File: config.mk
export PLATFORM = sky130hd
export DESIGN_NAME = interpreter_receiver
export DESIGN_NICKNAME = d
export VERILOG_FILES = /design/src/rtl/interpreter_receiver.sv
export SDC_FILE = /design/constraint.sdc
export NUM_CORES = 1
export LEC_CHECK = 0
export ABC_AREA = 1
export CORE_AREA = 10 10 144 146
export CTS_BUF_LIST = sky130_fd_sc_hd__clkbuf_16
export CTS_CLUSTER_DIAMETER = 120
export DETAILED_ROUTE_END_ITERATION = 7
export DIE_AREA = 0 0 154 156
export GPL_TIMING_DRIVEN = 0
export PLACE_DENSITY_LB_ADDON = 0.25
export SLEW_MARGIN = 5
export SYNTH_ARGS = -nofsm -noshare
export SYNTH_HDL_FRONTEND = slang
export SYNTH_SLANG_ARGS = --single-unit
export TNS_END_PERCENT = 100
File: constraint.sdc
create_clock -name clk -period 2.72 [get_ports clk]
set_input_delay 0.408 -clock clk [delete_from_list [all_inputs] [get_ports clk]]
set_output_delay 0.408 -clock clk [all_outputs]
set_load 0.01 [all_outputs]
File: src/rtl/interpreter_receiver.sv
// interpreter_receiver
//
// Inbound half of the interpreter link. The external interpreter sends a
// length-prefixed byte stream on a strobe/byte-bus pair. The stream is a
// 16-bit word count N (high byte first) followed by 4*N data bytes. The
// bytes are packed little-endian into 32-bit words, and each word is written
// into data memory through a single-cycle write port. This runs while the
// CPU waits to start, so the interpreter can preload program data.
//
// Parameters:
//   ADDR_W     width of Address and WordCount
//   BASE_ADDR  byte address of the first word written
//
// Ports:
//   clk        system clock (shared with CPU / data memory)
//   reset      asynchronous, active-low reset
//   start      one-cycle pulse arming a reception (honoured in IDLE/DONE only)
//   clk_in     interpreter byte strobe, asynchronous to clk
//   DataIn     interpreter byte bus, valid around the clk_in rising edge
//   MemWrite   one-cycle data-memory write enable
//   Address    byte address of the current write
//   WriteData  word being written
//   Busy       high from an accepted start until DONE
//   Done       high in DONE until the next accepted start or reset
//   WordCount  words written in the current/last transfer
//   ChkErr     checksum mismatch flag
//
// Optional feature: define RX_CHECKSUM_EN to expect one trailing byte equal
// to the XOR of all data bytes. Without it ChkErr is tied low.

module interpreter_receiver #(
    parameter int                ADDR_W    = 32,
    parameter logic [ADDR_W-1:0] BASE_ADDR = '0
) (
    input  logic              clk,
    input  logic              reset,
    input  logic              start,
    input  logic              clk_in,
    input  logic [7:0]        DataIn,
    output logic              MemWrite,
    output logic [ADDR_W-1:0] Address,
    output logic [31:0]       WriteData,
    output logic              Busy,
    output logic              Done,
    output logic [ADDR_W-1:0] WordCount,
    output logic              ChkErr
);

    typedef enum logic [2:0] {
        IDLE,
        LEN_HI,
        LEN_LO,
        DATA,
        WRITE,
`ifdef RX_CHECKSUM_EN
        CHK,
`endif
        DONE
    } state_t;

    // The state that follows the last data word (or a zero length).
`ifdef RX_CHECKSUM_EN
    localparam state_t AFTER_DATA = CHK;
`else
    localparam state_t AFTER_DATA = DONE;
`endif

    state_t            state;
    state_t            next_state;

    logic              sync1;
    logic              sync2;
    logic              hist;
    logic              strobe;

    logic [7:0]        len_hi;
    logic [15:0]       len_word;
    logic [ADDR_W-1:0] n_ext;
    logic [ADDR_W-1:0] len_now;
    logic [ADDR_W-1:0] wc_next;
    logic [1:0]        byte_idx;

`ifdef RX_CHECKSUM_EN
    logic [7:0]        chk_acc;
`endif

    // A strobe is a rising edge of the synchronized clk_in.
    assign strobe  = sync2 & ~hist;

    // Length as seen while the low byte is on the bus. It is used to
    // detect N=0 in the same cycle the byte arrives.
    assign len_now = ADDR_W'({len_hi, DataIn});
    assign n_ext   = ADDR_W'(len_word);
    assign wc_next = WordCount + {{(ADDR_W-1){1'b0}}, 1'b1};

    always_ff @(posedge clk or negedge reset) begin
        if (!reset) begin
            state <= IDLE;
        end else begin
            state <= next_state;
        end
    end

    always_comb begin
        next_state = state;
        MemWrite   = 1'b0;
        Busy       = 1'b1;
        Done       = 1'b0;
        case (state)
            IDLE: begin
                Busy = 1'b0;
                if (start) next_state = LEN_HI;
            end
            LEN_HI: begin
                if (strobe) next_state = LEN_LO;
            end
            LEN_LO: begin
                if (strobe) next_state = (len_now == '0) ? AFTER_DATA : DATA;
            end
            DATA: begin
                if (strobe && byte_idx == 2'd3) next_state = WRITE;
            end
            WRITE: begin
                MemWrite   = 1'b1;
                next_state = (wc_next == n_ext) ? AFTER_DATA : DATA;
            end
`ifdef RX_CHECKSUM_EN
            CHK: begin
                if (strobe) next_state = DONE;
            end
`endif
            DONE: begin
                Busy = 1'b0;
                Done = 1'b1;
                if (start) next_state = LEN_HI;
            end
            default: begin
                next_state = IDLE;
            end
        endcase
    end

    // Synchronizer, length capture, byte packing, address and word counting.
    // Address is loaded on the fourth byte so that it is already stable
    // during the WRITE cycle. Outside WRITE it keeps its last value.
    always_ff @(posedge clk or negedge reset) begin
        if (!reset) begin
            sync1     <= 1'b0;
            sync2     <= 1'b0;
            hist      <= 1'b0;
            len_hi    <= 8'h00;
            len_word  <= 16'h0000;
            byte_idx  <= 2'd0;
            WriteData <= 32'h0000_0000;
            Address   <= BASE_ADDR;
            WordCount <= '0;
`ifdef RX_CHECKSUM_EN
            chk_acc   <= 8'h00;
            ChkErr    <= 1'b0;
`endif
        end else begin
            sync1 <= clk_in;
            sync2 <= sync1;
            hist  <= sync2;
            case (state)
                IDLE, DONE: begin
                    if (start) begin
                        WordCount <= '0;
                        byte_idx  <= 2'd0;
`ifdef RX_CHECKSUM_EN
                        chk_acc   <= 8'h00;
                        ChkErr    <= 1'b0;
`endif
                    end
                end
                LEN_HI: begin
                    if (strobe) len_hi <= DataIn;
                end
                LEN_LO: begin
                    if (strobe) len_word <= {len_hi, DataIn};
                end
                DATA: begin
                    if (strobe) begin
                        case (byte_idx)
                            2'd0:    WriteData[7:0]   <= DataIn;
                            2'd1:    WriteData[15:8]  <= DataIn;
                            2'd2:    WriteData[23:16] <= DataIn;
                            default: WriteData[31:24] <= DataIn;
                        endcase
                        byte_idx <= byte_idx + 2'd1;
`ifdef RX_CHECKSUM_EN
                        chk_acc  <= chk_acc ^ DataIn;
`endif
                        if (byte_idx == 2'd3) begin
                            Address <= BASE_ADDR + (WordCount << 2);
                        end
                    end
                end
                WRITE: begin
                    WordCount <= wc_next;
                    byte_idx  <= 2'd0;
                end
`ifdef RX_CHECKSUM_EN
                CHK: begin
                    if (strobe) ChkErr <= (DataIn != chk_acc);
                end
`endif
                default: begin
                end
            endcase
        end
    end

`ifndef RX_CHECKSUM_EN
    assign ChkErr = 1'b0;
`endif

endmodule

Word level (Yosys, flattened, before mapping) --
Cells that the tools add are included.
Cells by class: equality and inequality tests 14, div/mod/pow operators 0, $add $sub $neg 2, reductions and logical operators 18, mux-type cells 15, order comparisons 0, multipliers 0, shift operators 0, bitwise operators 3
Operator list (number):
- 32-bit case mux with 2 select lines | 1
- 32-bit by 1-bit adder with 32-bit output, second input constant | 1
- 32-bit by 16-bit equality test with 1-bit output | 1
- 32-bit logical NOT | 1
- 32-bit 2-to-1 mux | 1
- 3-bit 2-to-1 mux | 6
- 3-bit AND reduction | 6
- 3-bit case mux with 5 select lines | 1
- 2-bit inequality test, second input constant | 4
- 3-bit by 2-bit equality test with 1-bit output, second input constant | 2
- 3-bit equality test, second input constant | 2
- 2-bit case mux with 3 select lines | 1
- 2-bit AND reduction | 3
- 2-bit equality test, second input constant | 2
- 2-bit 2-to-1 mux | 2
- 4-bit AND reduction | 1
- 3-bit by 1-bit equality test with 1-bit output, second input constant | 1
- 3-bit logical NOT | 1
- 1-bit 2-to-1 mux | 3
- 3-bit nonzero test | 1
- 3-bit OR reduction | 1
- 2-bit by 1-bit adder with 2-bit output, second input constant | 1
- 2-bit by 1-bit equality test with 1-bit output, second input constant | 1
- 2-bit logical NOT | 1
- other kinds (6) | 7
Storage, ports and cells: bits in read-only memories 0, bits in writable memories 0, output and inout port bits 100, flip-flop bits (word level) 126, memories kept 0, input port bits 12, bits in latches 0

Longest topological paths before layout --
depth after elaboration 5, depth in mapped cells 18, gate-level depth less buffers 18

Worst setup path before layout --
No wires, ideal clock.
path kind reg-to-reg, start point register WordCount[0], end point register state[1], cell stages (with the launch flop) 16, path buffers 0, setup slack 752 ps, setup time 117 ps, data required time 2603 ps, period minus slack after synthesis 1968 ps, data arrival time 1852 ps, path through dfrtp_1 > ha_1 > nand2_2 > nor2_8 > nand2_4 > nor2_2 > xor2_1 > nand2_1 > nor2_2 > nand2_1 > nor2_2 > nand2_1 > nand2_1 > nand2_1 > nand2_1 > nand2_1
On the way: cells in the longest elaborated chain, start to end 4
RTL lines:
- start, declared | line 45 | output logic [ADDR_W-1:0] WordCount,
- start signal, assigned | line 200 | WordCount <= wc_next;
- 32-bit by 1-bit adder with 32-bit output | line 94 | assign wc_next = WordCount + {{(ADDR_W-1){1'b0}}, 1'b1};
- 32-bit by 16-bit equality test with 1-bit output | line 125 | next_state = (wc_next == n_ext) ? AFTER_DATA : DATA;
- 3-bit 2-to-1 mux | line 125
- 3-bit case mux with 5 select lines | line 109 | case (state)
- end signal, assigned | line 100 | state <= next_state;
- end, declared | line 68 | state_t state;
No other way between the ends. A chain may end at the register's enable or synchronous reset.

Worst setup path in the final report --
start point register state[0], end point output port MemWrite
On the way: cells in the longest elaborated chain, start to end 2
RTL lines:
- 3-bit equality test | line 109
- 1-bit 2-to-1 mux | line 109
- end, declared | line 40 | output logic MemWrite,
No other way between the ends.

==> flow_metrics.tcl <==
set metrics [dict create \
    run_status "finished clean" \
    gr-usage-all-layers_pct 15.2 \
    final.min_clock_period_ps 2400 \
    critical_path_arrival_ps 1990 \
    drc 0 \
    post_synth_xor_area_fraction_pct 0.429 \
    cts_bufs_inserted 17 \
    grt_pass1_wl_mm 29.4 \
    port-buffer-count 108 \
    timing.final.setup_violations 0 \
    critical_path.max_fanout 10 \
    first_global_vias 5610 \
    clock_insertion_delay_at_the_later_pin_of_the_skew_report_ps 430 \
    synth_cell_type_count 30 \
    layout_net_count 918 \
    htree_levels 4 \
    wire_per_inst_um 15.8 \
    cts_tree "built" \
    dp.cells 1109 \
    final-hold-violation-count 0 \
    post-dp-hpwl_mm 13.4 \
    max_freq_ghz 0.416 \
    rsz0062_at_grt "false" \
    min_path_type "flop to flop" \
    timing.critical_path.required_ps 2310 \
    routed_via_density 4.77 \
    postRouteAntennaNets 0 \
    synth_compound_area_share_pct 11.1 \
    globalplace.congestion 0.848 \
    final_max_slew_viol_count 0 \
    finalCoreUtilization_pct 45.3 \
    period_share_pct 88.3 \
    layout.cell_area.non_filler_mm2 0.00808 \
    dominant_combinational_cell_family_by_area_after_synthesis "simple AND/OR/NAND/NOR gates" \
    routed-via-count 5433 \
    detail_route.first_pass.iterations 4 \
    drive_gt1_share_pct 6.26 \
    finalHoldWorstSlack_ps 347 \
    number_of_placed_i_o_pins 112 \
    timing.critical_path.to_type "output port" \
    worst_setup_hold_path_clk_slew_ps 50 \
    grt_antenna_before_repair 0 \
    synth_simple_gate_area_share_pct 29.0 \
    setup.worst_path.start_class "flop" \
    synth_adder_area_share_pct 1.23 \
    syn2layout_area_growth_pct 31.8 \
    yosysWarningCount 0 \
    multiInputGateArea_mm2 0.00257 \
    chipWidth_um 154 \
    cts_sinks 126 \
    fin_setup_tns_ps 0 \
    synth_area_per_cell_um2 7.97 \
    floorplan.die_area_mm2 0.0240 \
    initial_utilization_pct 34.3 \
    overflow 0 \
    synth.area.mux_share_pct 0 \
    cellLeakagePower_uw 0.00378 \
    mappedNetlistArea_mm2 0.00613 \
    ys_seq_area_share_pct 51.5 \
    die_height_um 156 \
    maxCapViolCount 0 \
    drt_iter0_markers 279 \
    clock_tree_root_driver_cell "clkbuf_16" \
    register_area_mm2 0.00315 \
    route.final.wire_length_mm 18.1 \
    postCtsSetupBuffers 0 \
    power_density_normalized_to_cell_area_mw_per_mm2 772 \
    worst_slew_margin_rel_pct 60.4 \
    largest_net_degree_at_the_start_of_global_routing 86 \
    cts.path.max_buffers 2 \
    worst_clock_skew_ps 12.9 \
    row_count 49 \
    maximum_vdd_drop_mv 0.560 \
    fill_cells 1771 \
    core_region_area_mm2 0.0178 \
    dpl-instance-area_mm2 0.00753 \
    post_synth_inst_count 769 \
    worst-slew-pin-transition_ps 594 \
    crit_type "flop to output port" \
    synth-seq-cells 126 \
    num_antenna_cells 0 \
    final_cell_count_no_fill 1140 \
]
[Yosys cell counts, drive strengths merged]
master | count | area [um^2]
and2 | 2 | 12.5
buf | 4 | 30.0
clkbuf | 19 | 71.3
clkinv | 1 | 3.75
conb | 1 | 3.75
dfrtp | 126 | 3150
ha | 6 | 75.1
inv | 81 | 304
nand2 | 264 | 1020
nand3 | 44 | 220
nand3b | 9 | 67.6
nand4 | 13 | 81.3
nor2 | 62 | 332
nor3 | 2 | 21.3
nor4 | 2 | 12.5
o211ai | 1 | 7.51
o21a | 1 | 7.51
o21ai | 101 | 505
o22ai | 26 | 163
or2 | 1 | 6.26
xnor2 | 1 | 8.76
xor2 | 2 | 17.5
[where the power goes]
group / leakage [uW] / switching [uW] / internal, uW
registers: 0.00158 / 276 / 2270
clock network: 0.000274 / 805 / 1310
logic: 0.00193 / 865 / 718
[path summary, 6_finish.rpt]
| kind | end | depth (start not counted) | slack [ps] | start |
|---|---|---|---|---|
| setup / recovery | MemWrite | 5 | 320 | state[0] |
| setup reg to reg | state[1] | 16 | 380 | WordCount[0] |
| min in group asynchronous | WordCount[29] | 2 | 480 | reset |
| hold reg to reg | sync2 | 0 | 350 | sync1 |
| hold / removal | sync2 | 0 | 350 | sync1 |
| max in group asynchronous | len_word[4] | 3 | 1490 | reset |
[state kept, by name, indices dropped and copies added (netlist names)]
signal and flops:
Address 30, len_word 16, state 3, hist 1, WordCount 32, WriteData 32
byte_idx 2, sync1 1, sync2 1, len_hi 8
[metal layers]
metal / track usage, % / part of all wire [%]
met5: 0 / 0
met1: 17.2 / 44
met2: 25.4 / 48
met4: 5.17 / 1.2
met3: 6.07 / 7.2
[repair_timing]
item,in CTS,in global routing
resized for setup,0,0
hold endpoints to repair,41,0
hold buffers,1,0
[worst max-delay path, cell delays in order (launching register included)]
cell and delay, ps:
dfrtp_1 400, inv_1 140, nand2_1 90, nor2_1 140, buf_4 230, clkdlybuf4s50_1 570
[kinds of logic after synthesis]
group,count (synthesis)
compound gates,129
xor+xnor,3
flops,126
fa+ha+maj,6
buf+inv,105
other cells,1
simple gates,399
[placed cells by master, fill, tap and decap left out]
| master | n |
|---|---|
| inv_1 | 79 |
| bufinv_16 | 2 |
| clkinvlp_4 | 1 |
| buf_6 | 1 |
| xor2_1 | 2 |
| nor3_4 | 1 |
| dfrtp_1 | 126 |
| clkinv_2 | 4 |
| nand2_1 | 257 |
| inv_2 | 5 |
| nand3_1 | 44 |
| clkdlybuf4s50_1 | 107 |
| o211ai_1 | 1 |
| nor3_1 | 1 |
| nor2_2 | 5 |
| conb_1 | 3 |
| buf_4 | 4 |
| nand2_4 | 3 |
| o21ai_1 | 2 |
| and2_1 | 2 |
| nor2_8 | 3 |
| nand4_1 | 13 |
| clkbuf_1 | 19 |
| o21a_1 | 1 |
| clkbuf_16 | 17 |
| buf_16 | 1 |
| dlygate4sd3_1 | 1 |
| nand2_2 | 4 |
| xnor2_1 | 1 |
| nor4_1 | 2 |
| nand3b_1 | 9 |
| or2_2 | 1 |
| nor2_4 | 5 |
| ha_1 | 6 |
| clkinv_1 | 4 |
| o22ai_1 | 26 |
| o21ai_0 | 99 |
| nor2_1 | 49 |
[layout make-up]
cell class                      count  share of cell area, %
Sequential cell                   126                   39.0
Clock buffer                       17                   5.27
Clock inverter                     13                   1.36
Tap cell                          229                   3.55
Inverter                           82                   3.81
Multi-Input combinational cell    540                   31.9
Timing Repair Buffer              110                   13.9
Buffer                             23                   1.25
[stage by stage]
| step | total power [uW] | setup WS (ps) |
|---|---|---|
| after floorplan | 3400 | 752 |
| after global placement | 4140 | -3990 |
| after detailed placement | 4170 | 371 |
| after CTS | 6310 | 304 |
| after global routing | 6640 | 148 |
| final | 6240 | 319 |
Note: power is estimated with default switching activity, not from simulation.
